$ cat src/rtl/w_icons_stim_seq.sv
// Biphasic stimulation pulse sequencer: steps PH1/GAP/PH2/DIS/IPI for a programmed
// pulse count and falls back to a timed safety discharge whenever stimulation is lost.
module w_icons_stim_seq #(
    parameter int LEN_W    = 12,
    parameter int NPULSE_W = 8
) (
    input  logic                clk_ref_i,
    input  logic                reset_i,
    input  logic                start_i,
    input  logic                stim_xen_sync_i,
    input  logic                err_stim_sync_i,
    input  logic [NPULSE_W-1:0] n_pulses_i,
    input  logic [LEN_W-1:0]    ph1_len_i,
    input  logic [LEN_W-1:0]    gap_len_i,
    input  logic [LEN_W-1:0]    ph2_len_i,
    input  logic [LEN_W-1:0]    dis_len_i,
    input  logic [LEN_W-1:0]    ipi_len_i,
    output logic                en_clk_stim_o,
    output logic                en_clk_discharge_o,
    output logic [1:0]          phase_o,
    output logic                busy_o,
    output logic                done_o,
    output logic                abort_o,
    output logic [NPULSE_W-1:0] pulse_cnt_o
);

    typedef enum logic [2:0] {
        IDLE = 3'd0,
        PH1  = 3'd1,
        GAP  = 3'd2,
        PH2  = 3'd3,
        DIS  = 3'd4,
        IPI  = 3'd5,
        ABRT = 3'd6
    } state_t;

    state_t              state, state_nxt;
    logic [LEN_W-1:0]    cnt, cnt_nxt;
    logic [LEN_W-1:0]    ph1_len_q, gap_len_q, ph2_len_q, dis_len_q, ipi_len_q;
    logic [NPULSE_W-1:0] n_pulses_q;
    logic                accept, pulse_inc, done_nxt, abort_nxt, abort_cond;

    // A length of 0 still occupies one cycle, so it loads the same value as 1.
    function automatic logic [LEN_W-1:0] len_load(input logic [LEN_W-1:0] len);
        return (len == '0) ? '0 : len - LEN_W'(1);
    endfunction

    always_comb begin
        state_nxt  = state;
        cnt_nxt    = cnt;
        accept     = 1'b0;
        pulse_inc  = 1'b0;
        done_nxt   = 1'b0;
        abort_nxt  = 1'b0;
        abort_cond = err_stim_sync_i | ~stim_xen_sync_i;
        case (state)
            IDLE: begin
                if (start_i && !abort_cond && (n_pulses_i != '0)) begin
                    state_nxt = PH1;
                    cnt_nxt   = len_load(ph1_len_i);
                    accept    = 1'b1;
                end
            end
            ABRT: begin
                if (cnt != '0) begin
                    cnt_nxt = cnt - LEN_W'(1);
                end else begin
                    state_nxt = IDLE;
                    abort_nxt = 1'b1;
                end
            end
            PH1, GAP, PH2, DIS, IPI: begin
                // Loss of stimulation wins over the normal phase timeout.
                if (abort_cond) begin
                    state_nxt = ABRT;
                    cnt_nxt   = len_load(dis_len_q);
                end else if (cnt != '0) begin
                    cnt_nxt = cnt - LEN_W'(1);
                end else begin
                    case (state)
                        PH1: begin
                            state_nxt = GAP;
                            cnt_nxt   = len_load(gap_len_q);
                        end
                        GAP: begin
                            state_nxt = PH2;
                            cnt_nxt   = len_load(ph2_len_q);
                        end
                        PH2: begin
                            state_nxt = DIS;
                            cnt_nxt   = len_load(dis_len_q);
                            pulse_inc = 1'b1;
                        end
                        DIS: begin
                            if (pulse_cnt_o != n_pulses_q) begin
                                state_nxt = IPI;
                                cnt_nxt   = len_load(ipi_len_q);
                            end else begin
                                state_nxt = IDLE;
                                done_nxt  = 1'b1;
                            end
                        end
                        IPI: begin
                            state_nxt = PH1;
                            cnt_nxt   = len_load(ph1_len_q);
                        end
                        default: state_nxt = IDLE;
                    endcase
                end
            end
            default: state_nxt = IDLE;
        endcase
    end

    // Outputs are decoded from the next state so they line up with the occupied state.
    always_ff @(posedge clk_ref_i) begin
        if (reset_i) begin
            state              <= IDLE;
            cnt                <= '0;
            pulse_cnt_o        <= '0;
            en_clk_stim_o      <= 1'b0;
            en_clk_discharge_o <= 1'b0;
            phase_o            <= 2'b00;
            busy_o             <= 1'b0;
            done_o             <= 1'b0;
            abort_o            <= 1'b0;
        end else begin
            state              <= state_nxt;
            cnt                <= cnt_nxt;
            if (accept) begin
                pulse_cnt_o <= '0;
            end else if (pulse_inc) begin
                pulse_cnt_o <= pulse_cnt_o + NPULSE_W'(1);
            end
            en_clk_stim_o      <= (state_nxt == PH1) || (state_nxt == GAP) || (state_nxt == PH2);
            en_clk_discharge_o <= (state_nxt == DIS) || (state_nxt == ABRT);
            phase_o            <= (state_nxt == PH1) ? 2'b01 :
                                  (state_nxt == PH2) ? 2'b10 : 2'b00;
            busy_o             <= (state_nxt != IDLE);
            done_o             <= done_nxt;
            abort_o            <= abort_nxt;
        end
    end

    // Burst configuration is frozen at start so mid-burst input changes are harmless.
    always_ff @(posedge clk_ref_i) begin
        if (accept) begin
            n_pulses_q <= n_pulses_i;
            ph1_len_q  <= ph1_len_i;
            gap_len_q  <= gap_len_i;
            ph2_len_q  <= ph2_len_i;
            dis_len_q  <= dis_len_i;
            ipi_len_q  <= ipi_len_i;
        end
    end

endmodule

$ cat config.mk
export PLATFORM = sky130hd
export DESIGN_NAME = w_icons_stim_seq
export DESIGN_NICKNAME = d
export VERILOG_FILES = /design/src/rtl/w_icons_stim_seq.sv
export SDC_FILE = /design/constraint.sdc
export NUM_CORES = 1
export LEC_CHECK = 0
export CAP_MARGIN = 10
export CORE_MARGIN = 2
export CORE_UTILIZATION = 29
export CTS_BUF_LIST = sky130_fd_sc_hd__clkbuf_2
export CTS_CLUSTER_SIZE = 25
export DETAILED_ROUTE_END_ITERATION = 8
export GPL_TIMING_DRIVEN = 1
export HOLD_SLACK_MARGIN = 0.08
export PLACE_DENSITY = 0.59
export SETUP_SLACK_MARGIN = 0.4
export SYNTH_ARGS = -nofsm -noshare
export SYNTH_HDL_FRONTEND = slang
export SYNTH_SLANG_ARGS = --single-unit
$ cat constraint.sdc
create_clock -name clk_ref_i -period 18.71 [get_ports clk_ref_i]
set_input_delay 3.742 -clock clk_ref_i [delete_from_list [all_inputs] [get_ports clk_ref_i]]
set_output_delay 3.742 -clock clk_ref_i [all_outputs]
set_load 0.01 [all_outputs]
**Word-level counts from Yosys, hierarchy flattened**

Cells that the tools add are included.

- Register bits: 98
- Bits of input ports: 73
- Bits in writable memories: 0
- Output and inout bits: 15
- ROM bits: 0
- Memories: 0
- Bits in latches: 0
- Logic and storage cells: 98

- Bitwise logic cells: 5
- Shifts and indexed selects: 0
- Equal/unequal tests: 16
- Div/mod/pow operators: 0
- Multiply operators: 0
- $add $sub $neg: 8
- Reduce and logical (&&, ||, !) cells: 23
- Magnitude comparators: 0
- Muxes and demuxes: 30

Operator list:

| kind | number |
|---|---|
| $mux 12 | 11 |
| $sub 12x1->12 const B | 7 |
| $logic_not 12->1 | 6 |
| $pmux 12 s5 | 1 |
| $pmux 12 s3 | 1 |
| $eq 3x3->1 const B | 5 |
| $mux 3 | 5 |
| $pmux 3 s5 | 1 |
| $eq 3x2->1 const B | 4 |
| $reduce_bool 12->1 | 1 |
| $reduce_or 5->1 | 2 |
| $mux 1 | 9 |
| $pmux 3 s3 | 1 |
| $add 8x1->8 const B | 1 |
| $ne 8x8->1 | 1 |
| $ne 8x8->1 const B | 1 |
| $reduce_bool 8->1 | 1 |
| $eq 3x1->1 const B | 2 |
| $reduce_bool 3->1 | 2 |
| $reduce_or 2->1 | 3 |
| $ne 5x5->1 const B | 1 |
| $reduce_and 5->1 | 1 |
| $ne 2x2->1 const B | 2 |
| $not 1->1 | 4 |
| other kinds (6) | 9 |

**Depth between registers and ports, before layout**

Gate-level depths: netlist of run 1.

- Word-level depth: 10
- Depth in mapped cells: 11
- Gate-level depth less buffers: 9

**Worst setup path after synthesis of run 1**

No wires, ideal clock.

- Kind: input to register
- Start point: input port err_stim_sync_i
- End point: register cnt[2]
- Stages on the path: 10
- Slack: 5545 ps
- Path buffers: 3
- Arrival time: 13084 ps
- Path through: nand2b_1 > clkbuf_1 > a2111oi_1 > inv_1 > a41oi_2 > or3b_1 > buf_6 > buf_6 > nor2_1 > a211oi_2

- Cells in the longest elaborated chain, start to end: 6
- Elaborated cells on any way between the ends: 10

RTL lines:

| element | RTL line | text |
|---|---|---|
| start: declaration | 11 | `input logic err_stim_sync_i,` |
| $or 1x1->1 (*) | 55 | `abort_cond = err_stim_sync_i \| ~stim_xen_sync_i;` |
| $logic_not 1->1 | 58 | `if (start_i && !abort_cond && (n_pulses_i != '0)) begin` |
| $logic_and 1x1->1 (2 in series) | 58 |  |
| $ne 2x2->1 (no line) | - |  |
| $reduce_and 5->1 (no line) | - |  |
| end signal: assignment | 129 | `cnt <= cnt_nxt;` |
| end: declaration | 38 | `logic [LEN_W-1:0] cnt, cnt_nxt;` |

Mark *: on every way between the ends. The rest lies on a longest branch, timed or not.
A chain may end at the register's enable or synchronous reset.

**Worst setup path after layout of run 1**

- Start point: input port err_stim_sync_i
- End point: register cnt[7]

The elaborated chain is that of the path after synthesis.

==> impl.org, run 1 <==
** Run
- Max Cap Viol :: 0

** Yosys
- Mean Syn Cell Area :: 9.87 sq um
- Unique masters post-synth :: 70
- Counting flops and latches in the post-synthesis netlist gives 98.
- In the synthesized netlist the dominant register cell turns out to be sky130_fd_sc_hd__edfxtp_1.
- Summed instance area of the synthesized netlist :: 5860 sq um
- Post-Syn Instances :: 594
- Counting flops with a built-in enable in the synthesized netlist gives 68.
- Number of nets produced by synthesis :: 675
- Of the synthesized area, sequential elements account for 45.1%.
- YS warnings :: 0
- Counting flops with an async set or reset pin after synthesis yields a share of 0%.

** Clocking
- After clock tree synthesis, the repair step resized 0 gates.
- Quantity of hold-fixing buffers added after cts :: 0
- For this design, the sink count on the clock tree is 98.
- Max Root-Sink Buffers :: 2
- CTS H-tree depth :: 3
- Library cell used as clock root buffer :: sky130_fd_sc_hd__clkbuf_2
- The clock reaches the later pin of the worst-skew pair after 0.64 ns.
- Clock slew at the register clock pins of the worst setup and hold paths :: 0.29 ns
- Number of buffers created by CTS :: 9
- TritonCTS clock tree :: built
- Post-CTS Setup Inserts :: 0

** Pwr
- Power spent charging and discharging nets :: 0.236 mW
- Flop pwr share :: 44.8%
- Leak pwr :: 2.33 nW
- In this run, the combinational gates consume 39.2% of the power.
- Internal power component :: 0.358 mW
- For this design the ratio of total power to cell area is 83.9 nW/um^2.
- Of the total power, the share spent switching nets is 39.7%.
- Largest voltage drop on the vdd net :: 56.5 uV
- Power share of the clock group :: 16.0%

** STA
- Setup repair after global routing missed its margin :: no
- The worst path in the final design needs a cycle of 6.86 ns, including I/O delays and setup.
- Final Max Tran Viols :: 0
- Highest achievable clock rate :: 146 MHz
- For the pin with the worst max-slew slack, the measured transition is 0.941 ns.
- Final hold analysis gives a worst-case slack of 0.590 ns.
- The hold violation total from the final report was 0.
- Period utilization :: 36.7%
- Final setup vio count :: 0
- Maximum clock skew at final layout :: 0.0334 ns
- Worst relative slew slack :: 36.8%
- Sum of negative setup slack :: 0 ns

** Layout
- In the final layout, the share of cells above drive strength 1 is 7.26%.
- Filler Cell Count :: 2,091
- Area added between synthesis and finish :: 20.8%
- Net count reported at finish :: 751

** Critical path
- Critical path's largest stage delay :: 0.77 ns
- Along the worst path, the maximum fanout reaches 71.
- Worst Path Class, Setup :: in2reg
- Grouping stages by cell kind, the critical path spends the most delay in simple AND/OR/NAND/NOR gates.
- Worst Path Buf+Inv :: 2
- Data on the critical path is required at its endpoint by 19.28 ns.
- STA classifies the critical path startpoint as an input port.
- Setup slack, reg-to-reg :: 14.91 ns
- CP Capture Type :: flop
- Critical Path Slowest Stage Cell :: sky130_fd_sc_hd__or3b_1
- CP arrival :: 7.43 ns
- Walking the worst path, the cells encountered are clkdlybuf4s50_1 -> nand2b_1 -> a2111oi_2 -> buf_4 -> a31oi_1 -> a41oi_2 -> or3b_1 -> nor2_1 -> a311oi_2.

** Route
- Number of detailed-route iterations in the first pass :: 5
- Total length of routed wires :: 16.5 mm
- For this run, design rule violations remaining after detail routing come to 0.
- In this run, the number of DRC markers left after iteration 0 of detailed routing was 476.
- Per-cell routed wire length :: 17.4 um
- Total via count after detailed routing :: 5,010
- Using the TritonRoute via totals, the vias-per-cell ratio works out to 5.30.
- Remaining antenna violation count :: 0

** GRT
- After global routing the overflow that remains totals 0.
- Overall fraction of global-route tracks in use :: 15.4%
- Entering global routing, the biggest net connects 72 pins.
- The number of global-route vias before repair was 4,589.
- Wire length of the first global-routing pass :: 25.6 mm
- The initial antenna violation count came to 1.

** Floorplan
- Die width :: 146 um
- Initial Util :: 29.3%
- The floorplan has 52 rows.
- Pin placement for this block handled 88 I/O pins.
- Vertical die dimension :: 146 um
- The floorplan step defined a die boundary enclosing 21,400 sq um.
- Core region area :: 20,000 sq um

** Placement
- IO Port Bufs :: 87
- Routability-driven placement finished with a final weighted congestion of 0.932.
- Total half-perimeter wirelength after legalization and detailed placement :: 12.5 mm

** Status
- Result of the run :: finished, final reports clean

** Min path
- Hold WC Path Type :: reg2reg
layout by cell type (no fill, tap or decap), drive strengths merged, types with 20 or more instances in the layout:
cell type,netlist,routed
nor4,23,23
xnor2,33,33
xor2,36,36
o21ai,27,27
dfxtp,30,30
nand2,28,28
edfxtp,68,68
a21oi,25,25
clkdlybuf4s50,0,87
nor2,57,57
nor3,20,20
inv,30,33
final cells by class:
class                      instances  area (sq um)  area share (%)
antenna                            1          2.50          0.0353
clock buffer                       9          45.0           0.636
clock inverter                     7          52.6           0.742
inverter                          30           113            1.59
multi-input combinational        440          2990            42.2
sequential                        98          2640            37.3
tap                              270           338            4.77
timing repair buffer              91           901            12.7
path summary, 6_finish.rpt:
kind	startpoint	to	depth (start not counted)
setup / recovery	err_stim_sync_i	cnt[7]	9
hold / removal	cnt[9]	cnt[9]	2
hold reg to reg	cnt[9]	cnt[9]	2
setup reg to reg	state[2]	cnt[7]	8
worst register-to-register path: stages (launching register included):
cell and delay, ns:
sky130_fd_sc_hd__dfxtp_1 0.54, sky130_fd_sc_hd__or3_1 0.56, sky130_fd_sc_hd__a2111oi_2 0.36, sky130_fd_sc_hd__buf_4 0.73
sky130_fd_sc_hd__a31oi_1 0.12, sky130_fd_sc_hd__a41oi_2 0.27, sky130_fd_sc_hd__or3b_1 0.77, sky130_fd_sc_hd__nor2_1 0.12
sky130_fd_sc_hd__a311oi_2 0.26
layer usage:
metal / wire [um] / up-vias / part of all wire, % / GRT usage, %
met5: 0 / - / 0 / 0
met4: 538 / 0 / 3.3 / 6.17
met3: 1060 / 40 / 6.5 / 3.38
met2: 7340 / 220 / 45 / 23.5
met1: 7530 / 2351 / 46 / 21.1
li1: - / 2399 / - / -
synthesized netlist by cell type, drive strengths merged (7+ instances only):
master | count | area share, %
edfxtp | 68 | 35
nor2 | 57 | 3.6
xor2 | 36 | 5.4
xnor2 | 33 | 4.9
dfxtp | 30 | 10
inv | 30 | 1.9
nand2 | 28 | 1.8
o21ai | 27 | 2.4
a21oi | 25 | 2.1
nor4 | 23 | 2.7
clkbuf | 20 | 1.3
nor3 | 20 | 1.9
o22ai | 16 | 1.7
or3 | 15 | 1.6
a211oi | 13 | 2.4
a31oi | 11 | 1.2
or4 | 11 | 1.5
ha | 8 | 1.7
nand4 | 8 | 0.85
nor2b | 7 | 0.75
o31ai | 7 | 0.90
logic make-up (layout without fill, tap and decap cells):
kind of cell	Yosys count	after routing	synth area share, %
other cells	0	1	0
flops	98	98	45.1
buf+inv	56	137	3.99
simple gates	208	208	19.4
compound gates	148	148	18.3
mux	7	7	1.22
fa+ha+maj	8	8	1.71
xor+xnor	69	69	10.3
flip-flops by register name, indices dropped and copies added, names as in the netlist:
| signal | flops |
|---|---|
| state | 3 |
| ph1_len_q | 12 |
| n_pulses_q | 8 |
| phase_o | 2 |
| ipi_len_q | 12 |
| cnt | 12 |
| en_clk_discharge_o | 1 |
| dis_len_q | 12 |
| pulse_cnt_o | 8 |
| busy_o | 1 |
| abort_o | 1 |
| en_clk_stim_o | 1 |
| ph2_len_q | 12 |
| done_o | 1 |
| gap_len_q | 12 |
metrics by stage:
step	power (mW)	instances	setup slack, ns	instance area [sq um]	util [%]
final	0.594	946	11.85	7090	35.4
after global routing	0.626	946	11.48	7090	35.4
after CTS	0.592	945	11.87	7080	35.4
after detailed placement	0.495	929	11.16	6990	34.9
after global placement	0.497	929	11.25	6990	34.9
after floorplan	0.431	594	5.55	5860	-
power by group through the flow:
stage / registers (mW) / logic [mW] / clock network [mW]
after floorplan: 0.267 / 0.164 / 0
after CTS: 0.266 / 0.227 / 0.0995
after global routing: 0.269 / 0.249 / 0.108
after detailed placement: 0.270 / 0.225 / 0
after global placement: 0.270 / 0.227 / 0
final: 0.266 / 0.233 / 0.0951
(Power assumes the default switching activity.)
==> run 2, diff against run 1 <==
==> constraint.sdc (replaced) <==
create_clock -name clk_ref_i -period 7 [get_ports clk_ref_i]
set_input_delay 1.4 -clock clk_ref_i [delete_from_list [all_inputs] [get_ports clk_ref_i]]
set_output_delay 1.4 -clock clk_ref_i [all_outputs]
set_load 0.01 [all_outputs]
==> impl.org, run 2 (synthesized netlist as in run 1, its figures left out) <==
** STA
- Setup repair after global routing left no endpoint under its margin.
- Min Hold Slack :: 0.596 ns
- Highest achievable clock rate :: 241 MHz
- At the pin with the least slew margin, the transition time is 1.01 ns.
- Time the worst path needs with I/O delays and setup :: 4.14 ns
- Setup slack after layout :: 2.86 ns
- Hold Vio Cnt, Final :: 0
- Maximum clock skew at final layout :: 0.0481 ns
- Setup violations remaining at the end of the flow were counted as 0.
- The worst pin sits at a relative slew slack of 31.9%.
- Period utilization :: 59.2%
- Sum of negative setup slack :: 0 ns
- The number of pins with negative max-slew slack in the final report is 0.

** GRT
- Antenna violations before repair :: 1
- The total overflow left after global routing is 0.
- The number of global-route vias before repair was 4,608.
- Overall fraction of global-route tracks in use :: 15.3%
- Entering global routing, the biggest net connects 53 pins.
- Wire length of the first global-routing pass :: 25.4 mm

** Pwr
- Sequential cells burn 43.7% of the power.
- Per report_power, the clock group accounts for 18.6% of the total.
- Total power for the finished layout comes to 1.63 mW.
- Net switching is 39.2% of the power.
- In this run the power density over the cells is 229 nW/um^2.
- Leak pwr :: 2.34 nW
- Power spent charging and discharging nets :: 0.638 mW
- Comb power frac :: 37.7%
- Largest voltage drop on the vdd net :: 113 uV
- The internal portion of the total power is 0.990 mW.

** Placement
- Once detailed placement completed, the half-perimeter wirelength came to 12.8 mm.
- IO Port Bufs :: 87
- Including well taps, the total number of placed cells is 928.
- Before CTS, the worst setup slack after placement is 2.18 ns.
- After detailed placement, the total cell area comes to 6990 sq um.
- The congestion estimate from routability-driven global placement came to 0.937.

** Floorplan
- Vertical die dimension :: 146 um
- The floorplan has 52 rows.
- 88 I/O pins were placed.
- The die covers 21,400 sq um.
- Die width :: 146 um
- Core region area :: 20,000 sq um
- Initial Util :: 29.3%

** Route
- Total length of routed wires :: 16.4 mm
- Across all layers, the routed design uses 4,898 vias.
- The count of nets left with antenna violations once routing finished came out at 0.
- Detailed Route Iter0 Violations :: 495
- Dividing the detail-routed via count by the number of cells gives 5.18.
- Number of detailed-route iterations in the first pass :: 5
- Dividing the detail-routed wire length by the instance count gives 17.3 um.
- DRC viols :: 0

** Critical path
- Startpoint of the most critical setup path :: err_stim_sync_i
- STA classifies the critical path startpoint as an input port.
- Worst Path Class, Setup :: in2reg
- STA classifies the critical path endpoint as a flop.
- R2r worst-path depth :: 7
- Maximum net fanout on the critical path :: 24
- Reg2reg start :: cnt[2]
- Data on the critical path is required at its endpoint by 7.54 ns.
- CP arrival :: 4.69 ns
- The setup check on the worst reg-to-reg path leaves a slack of 3.03 ns.
- End of the worst register-to-register path :: cnt[4]
- Critical path destination :: cnt[7]

** Min path
- The startpoint identified for the worst hold timing path is cnt[9].
- Worst hold path stage count :: 2
- The tightest min-delay check is of the reg2reg type.

** Layout
- From synthesis to final layout, the design area changed by 21.5%.
- The finished cells cover 7120 sq um.
- Filler Cell Count :: 2,092
- The top cell types in the final layout, fill and taps aside, are 87 x sky130_fd_sc_hd__clkdlybuf4s50_1, 68 x sky130_fd_sc_hd__edfxtp_1, 57 x sky130_fd_sc_hd__nor2_1.
- The library cell used most frequently in the layout, excluding fill and tap cells, is sky130_fd_sc_hd__clkdlybuf4s50_1.
- In the final layout, the share of cells above drive strength 1 is 7.27%.
- Layout Utilization :: 35.5%
- Net count reported at finish :: 750
- Non-filler instance count after layout :: 946

** Clocking
- Clock tree synthesis selected as its root buffer the cell sky130_fd_sc_hd__clkbuf_2.
- Clock-pin slew was measured on the worst setup and hold paths at 0.30 ns.
- The clock tree synthesis step divided the H-tree into 3 levels.
- TritonCTS clock tree :: built
- In this run, post-CTS repair resized a total of 0 instances.
- For this design, the CTS-stage hold fixing added 0 buffers.
- Number of buffers created by CTS :: 9
- Post-CTS Setup Inserts :: 0
- Max Root-Sink Buffers :: 2
- The later pin in the worst-skew pair is clocked with a latency of 0.66 ns.
- For this design, the sink count on the clock tree is 98.

** Status
- The run finished with clean final reports.

** Run
- Max Cap Viol :: 0
==> run 2: final cells by class <==
class | instances | area, sq um | share of cell area, %
tap | 270 | 338 | 4.74
sequential | 98 | 2640 | 37.1
antenna | 2 | 5.00 | 0.0703
timing repair buffer | 90 | 893 | 12.5
inverter | 30 | 113 | 1.58
multi-input combinational | 440 | 3010 | 42.2
clock buffer | 9 | 45.0 | 0.632
clock inverter | 7 | 81.3 | 1.14
==> run 2: how the worst min path moves through the flow <==
stage,end
2_1_floorplan,cnt[9]
3_3_place_gp,cnt[9]
3_5_place_dp,cnt[8]
4_1_cts,cnt[9]
5_1_grt,cnt[5]
6_report,cnt[9]
==> run 2: power groups by stage <==
stage	Combinational [mW]	Sequential [mW]	Clock (mW)
after CTS	0.607	0.711	0.314
after detailed placement	0.603	0.722	0
after global placement	0.603	0.722	0
final	0.614	0.711	0.303
after global routing	0.662	0.719	0.334
after floorplan	0.440	0.709	0
==> run 2: worst max-delay path: stages <==
cell and delay (ns):
sky130_fd_sc_hd__clkdlybuf4s50_1 0.41, sky130_fd_sc_hd__nand2b_1 0.57, sky130_fd_sc_hd__a2111oi_4 0.48, sky130_fd_sc_hd__buf_4 0.33, sky130_fd_sc_hd__a31oi_1 0.08, sky130_fd_sc_hd__a41oi_2 0.26
sky130_fd_sc_hd__or3b_1 0.78, sky130_fd_sc_hd__nor2_1 0.11, sky130_fd_sc_hd__a311oi_2 0.25
==> run 2: per-layer routing <==
layer,vias up,routed length [um],global-route usage (%)
li1,2403,-,-
met3,28,910,2.84
met1,2291,7430,21.0
met2,176,7580,23.6
met5,-,0,0
met4,0,483,6.41
==> run 3, diff against run 2 <==
==> constraint.sdc (replaced) <==
create_clock -name clk_ref_i -period 4.05 [get_ports clk_ref_i]
set_input_delay 0.81 -clock clk_ref_i [delete_from_list [all_inputs] [get_ports clk_ref_i]]
set_output_delay 0.81 -clock clk_ref_i [all_outputs]
set_load 0.01 [all_outputs]
==> impl.org, run 3 (synthesized netlist as in run 1, its figures left out) <==
** Pwr
- Leak pwr :: 2.38 nW
- Dividing total power by cell area gives a power density of 398 nW/um^2.
- The design draws 2.86 mW.
- Largest voltage drop on the vdd net :: 199 uV

** STA
- Maximum clock skew at final layout :: 0.0489 ns
- Setup violations remaining at the end of the flow were counted as 0.
- The number of pins with negative max-slew slack in the final report was 0.
- In the finished design, the share of the clock period the worst path needs comes to 80.6%.
- Highest achievable clock rate :: 306 MHz
- Worst relative slew slack :: 27.9%
- Slew at the pin with the worst max-slew slack :: 1.08 ns
- After layout, the minimum clock period comes to 3.26 ns.
- Hold Vio Cnt, Final :: 0
- Setup repair after global routing left no endpoint under its margin.

** Critical path
- Counting both buffers and inverters, the worst setup path holds a total of 2.
- Counting buffers and inverters, the worst setup path is 10 cells deep.
- For the worst setup path, the data required time is 4.59 ns.
- The critical path is of the reg2reg type.
- STA classifies the critical path startpoint as a flop.
- STA classifies the critical path endpoint as a flop.
- Maximum net fanout on the critical path :: 24
- End of the worst register-to-register path :: cnt[11]
- R2r worst-path depth :: 10
- Traced cell by cell, the critical path runs through inv_1 -> ha_1 -> nand2b_1 -> o41ai_1 -> a31oi_1 -> a41oi_2 -> or3b_1 -> buf_4 -> nor2_1 -> a311oi_2.
- Setup slack, reg-to-reg :: 0.79 ns
- CP top delay family :: compound AO/OA/AOI/OAI gates
- The startpoint identified for the worst register-to-register timing path is cnt[0].
- Tracing the worst setup path back leads to its startpoint at cnt[0].
- Data arrives at the worst endpoint at 3.81 ns.
- Critical Path Slowest Stage Cell :: sky130_fd_sc_hd__o41ai_1
- Critical path's largest stage delay :: 0.74 ns

** GRT
- Total grt overflow :: 0
- The initial antenna violation count was 0.
- The number of global-route vias before repair is 4,904.
- Pin count of the biggest net entering global routing :: 54
- Wire length of the first global-routing pass :: 26.9 mm
- Global routing consumed, over all layers together, 16.2% of the routing resources.

** Route
- The first TritonRoute pass finished after 5 iterations.
- Number of vias per cell :: 5.19
- Per-cell routed wire length :: 18.0 um
- Detailed routing inserted a total of 4,930 vias.
- Summed over all layers, the routed wires come to 17.1 mm.
- Detailed Route Iter0 Violations :: 344
- Remaining antenna violation count :: 0
- For this run, design rule violations remaining after detail routing come to 0.

** Min path
- Hold worst-path end :: cnt[9]
- Worst hold path stage count :: 2
- In this run the worst hold path is classified as reg2reg.
- The startpoint identified for the worst hold timing path is cnt[9].

** Clocking
- Max Root-Sink Buffers :: 2
- In this run, post-CTS hold repair placed 0 buffers.
- The H-tree was split into 3 levels.
- TritonCTS built the clock tree.
- Number of cells upsized or downsized after cts :: 0
- Library cell used as clock root buffer :: sky130_fd_sc_hd__clkbuf_2
- Buffers added to address setup during post-CTS repair amount to 0.
- After clock tree synthesis, the clock-pin slew on the worst setup and hold paths is 0.29 ns.
- Number of buffers created by CTS :: 9
- CTS saw 98 sinks.
- The later pin in the worst-skew pair is clocked with a latency of 0.63 ns.

** Floorplan
- For this configuration, the core starts out at a cell density of 29.3%.
- In this run the standard cell core region covers 20,000 sq um.
- Row count :: 52
- The die is 146 um tall.
- The floorplan step defined a die boundary enclosing 21,400 sq um.
- From left edge to right edge, the die measures 146 um.
- In this run the count of I/O pins placed on the die edge is 88.

** Run
- The tool flagged a number of max-cap violations equal to 0.

** Status
- Result of the run :: finished, final reports clean

** Layout
- Non-filler instance count after layout :: 950
- In the final layout, the share of cells above drive strength 1 is 9.41%.
- Area added between synthesis and finish :: 22.6%
- Commonest non-fill, non-tap cells in the layout :: 87 x sky130_fd_sc_hd__clkdlybuf4s50_1, 68 x sky130_fd_sc_hd__edfxtp_1, 48 x sky130_fd_sc_hd__nor2_1
- The library cell used most frequently in the layout, excluding fill and tap cells, is sky130_fd_sc_hd__clkdlybuf4s50_1.
- The repair_antennas step left the layout with diodes totalling 0.
- Final cell area excluding filler cells :: 7190 sq um
- Layout Utilization :: 35.9%
- The net count of the finished layout is 756.
- Filler Cell Count :: 2,100

** Placement
- Port buffering added 87 buffers.
- Placed cell count :: 934
- The wire-length estimate of the detail-placed layout is 13.2 mm.
- Area after detailed placement :: 7070 sq um
- At the end of routability-driven placement, the weighted congestion stood at 0.906.
-- run 3: changes by cell type in the layout (fill, tap and decap cells not counted), sizes merged --
| cell | previous run | this run |
|---|---|---|
| diode | 2 | 0 |
| buf | 3 | 9 |
| clkinv | 1 | 2 |
| inv | 35 | 34 |
-- run 3: stage by stage --
step           setup slack (ns)  TNS (ns)  hold WS, ns
3_3_place_gp              0.661         0        0.541
3_5_place_dp              0.583         0        0.535
4_1_cts                   0.797         0        0.564
5_1_grt                   0.454         0        0.594
6_report                  0.785         0        0.565
2_1_floorplan            -0.515     -7.81        0.512
-- run 3: final cells by class --
cell class              instances  area (sq um)  area share (%)
inverters                      30           113            1.57
multi-input cells             440          3040            42.3
flip-flops and latches         98          2640            36.7
clock inverters                 7          75.1            1.04
clock buffers                   9          45.0           0.626
well taps                     270           338            4.70
repair buffers                 96           938            13.0
-- run 3: worst max path at each step --
stage	end
6_report	cnt[11]
5_1_grt	cnt[10]
4_1_cts	cnt[11]
3_5_place_dp	cnt[1]
3_3_place_gp	cnt[3]
2_1_floorplan	cnt[2]
-- run 3: layer usage --
metal | wire [um] | GRT usage [%] | vias to the layer above
met5 | 0 | 0 | -
met1 | 7680 | 20.9 | 2346
met2 | 8030 | 26.5 | 149
met4 | 420 | 5.68 | 0
li1 | - | - | 2409
met3 | 933 | 3.97 | 26
-- run 3: worst min-delay path, cell delays in order (launching register included) --
cell and delay [ns]:
sky130_fd_sc_hd__dfxtp_1 0.41, sky130_fd_sc_hd__nor2_2 0.12, sky130_fd_sc_hd__a211oi_2 0.04
-- run 3: power by group --
group          internal (mW)  leakage (nW)  switching [mW]
Clock                  0.150        0.0767           0.370
Combinational          0.437          1.44           0.671
Sequential              1.15         0.866          0.0869
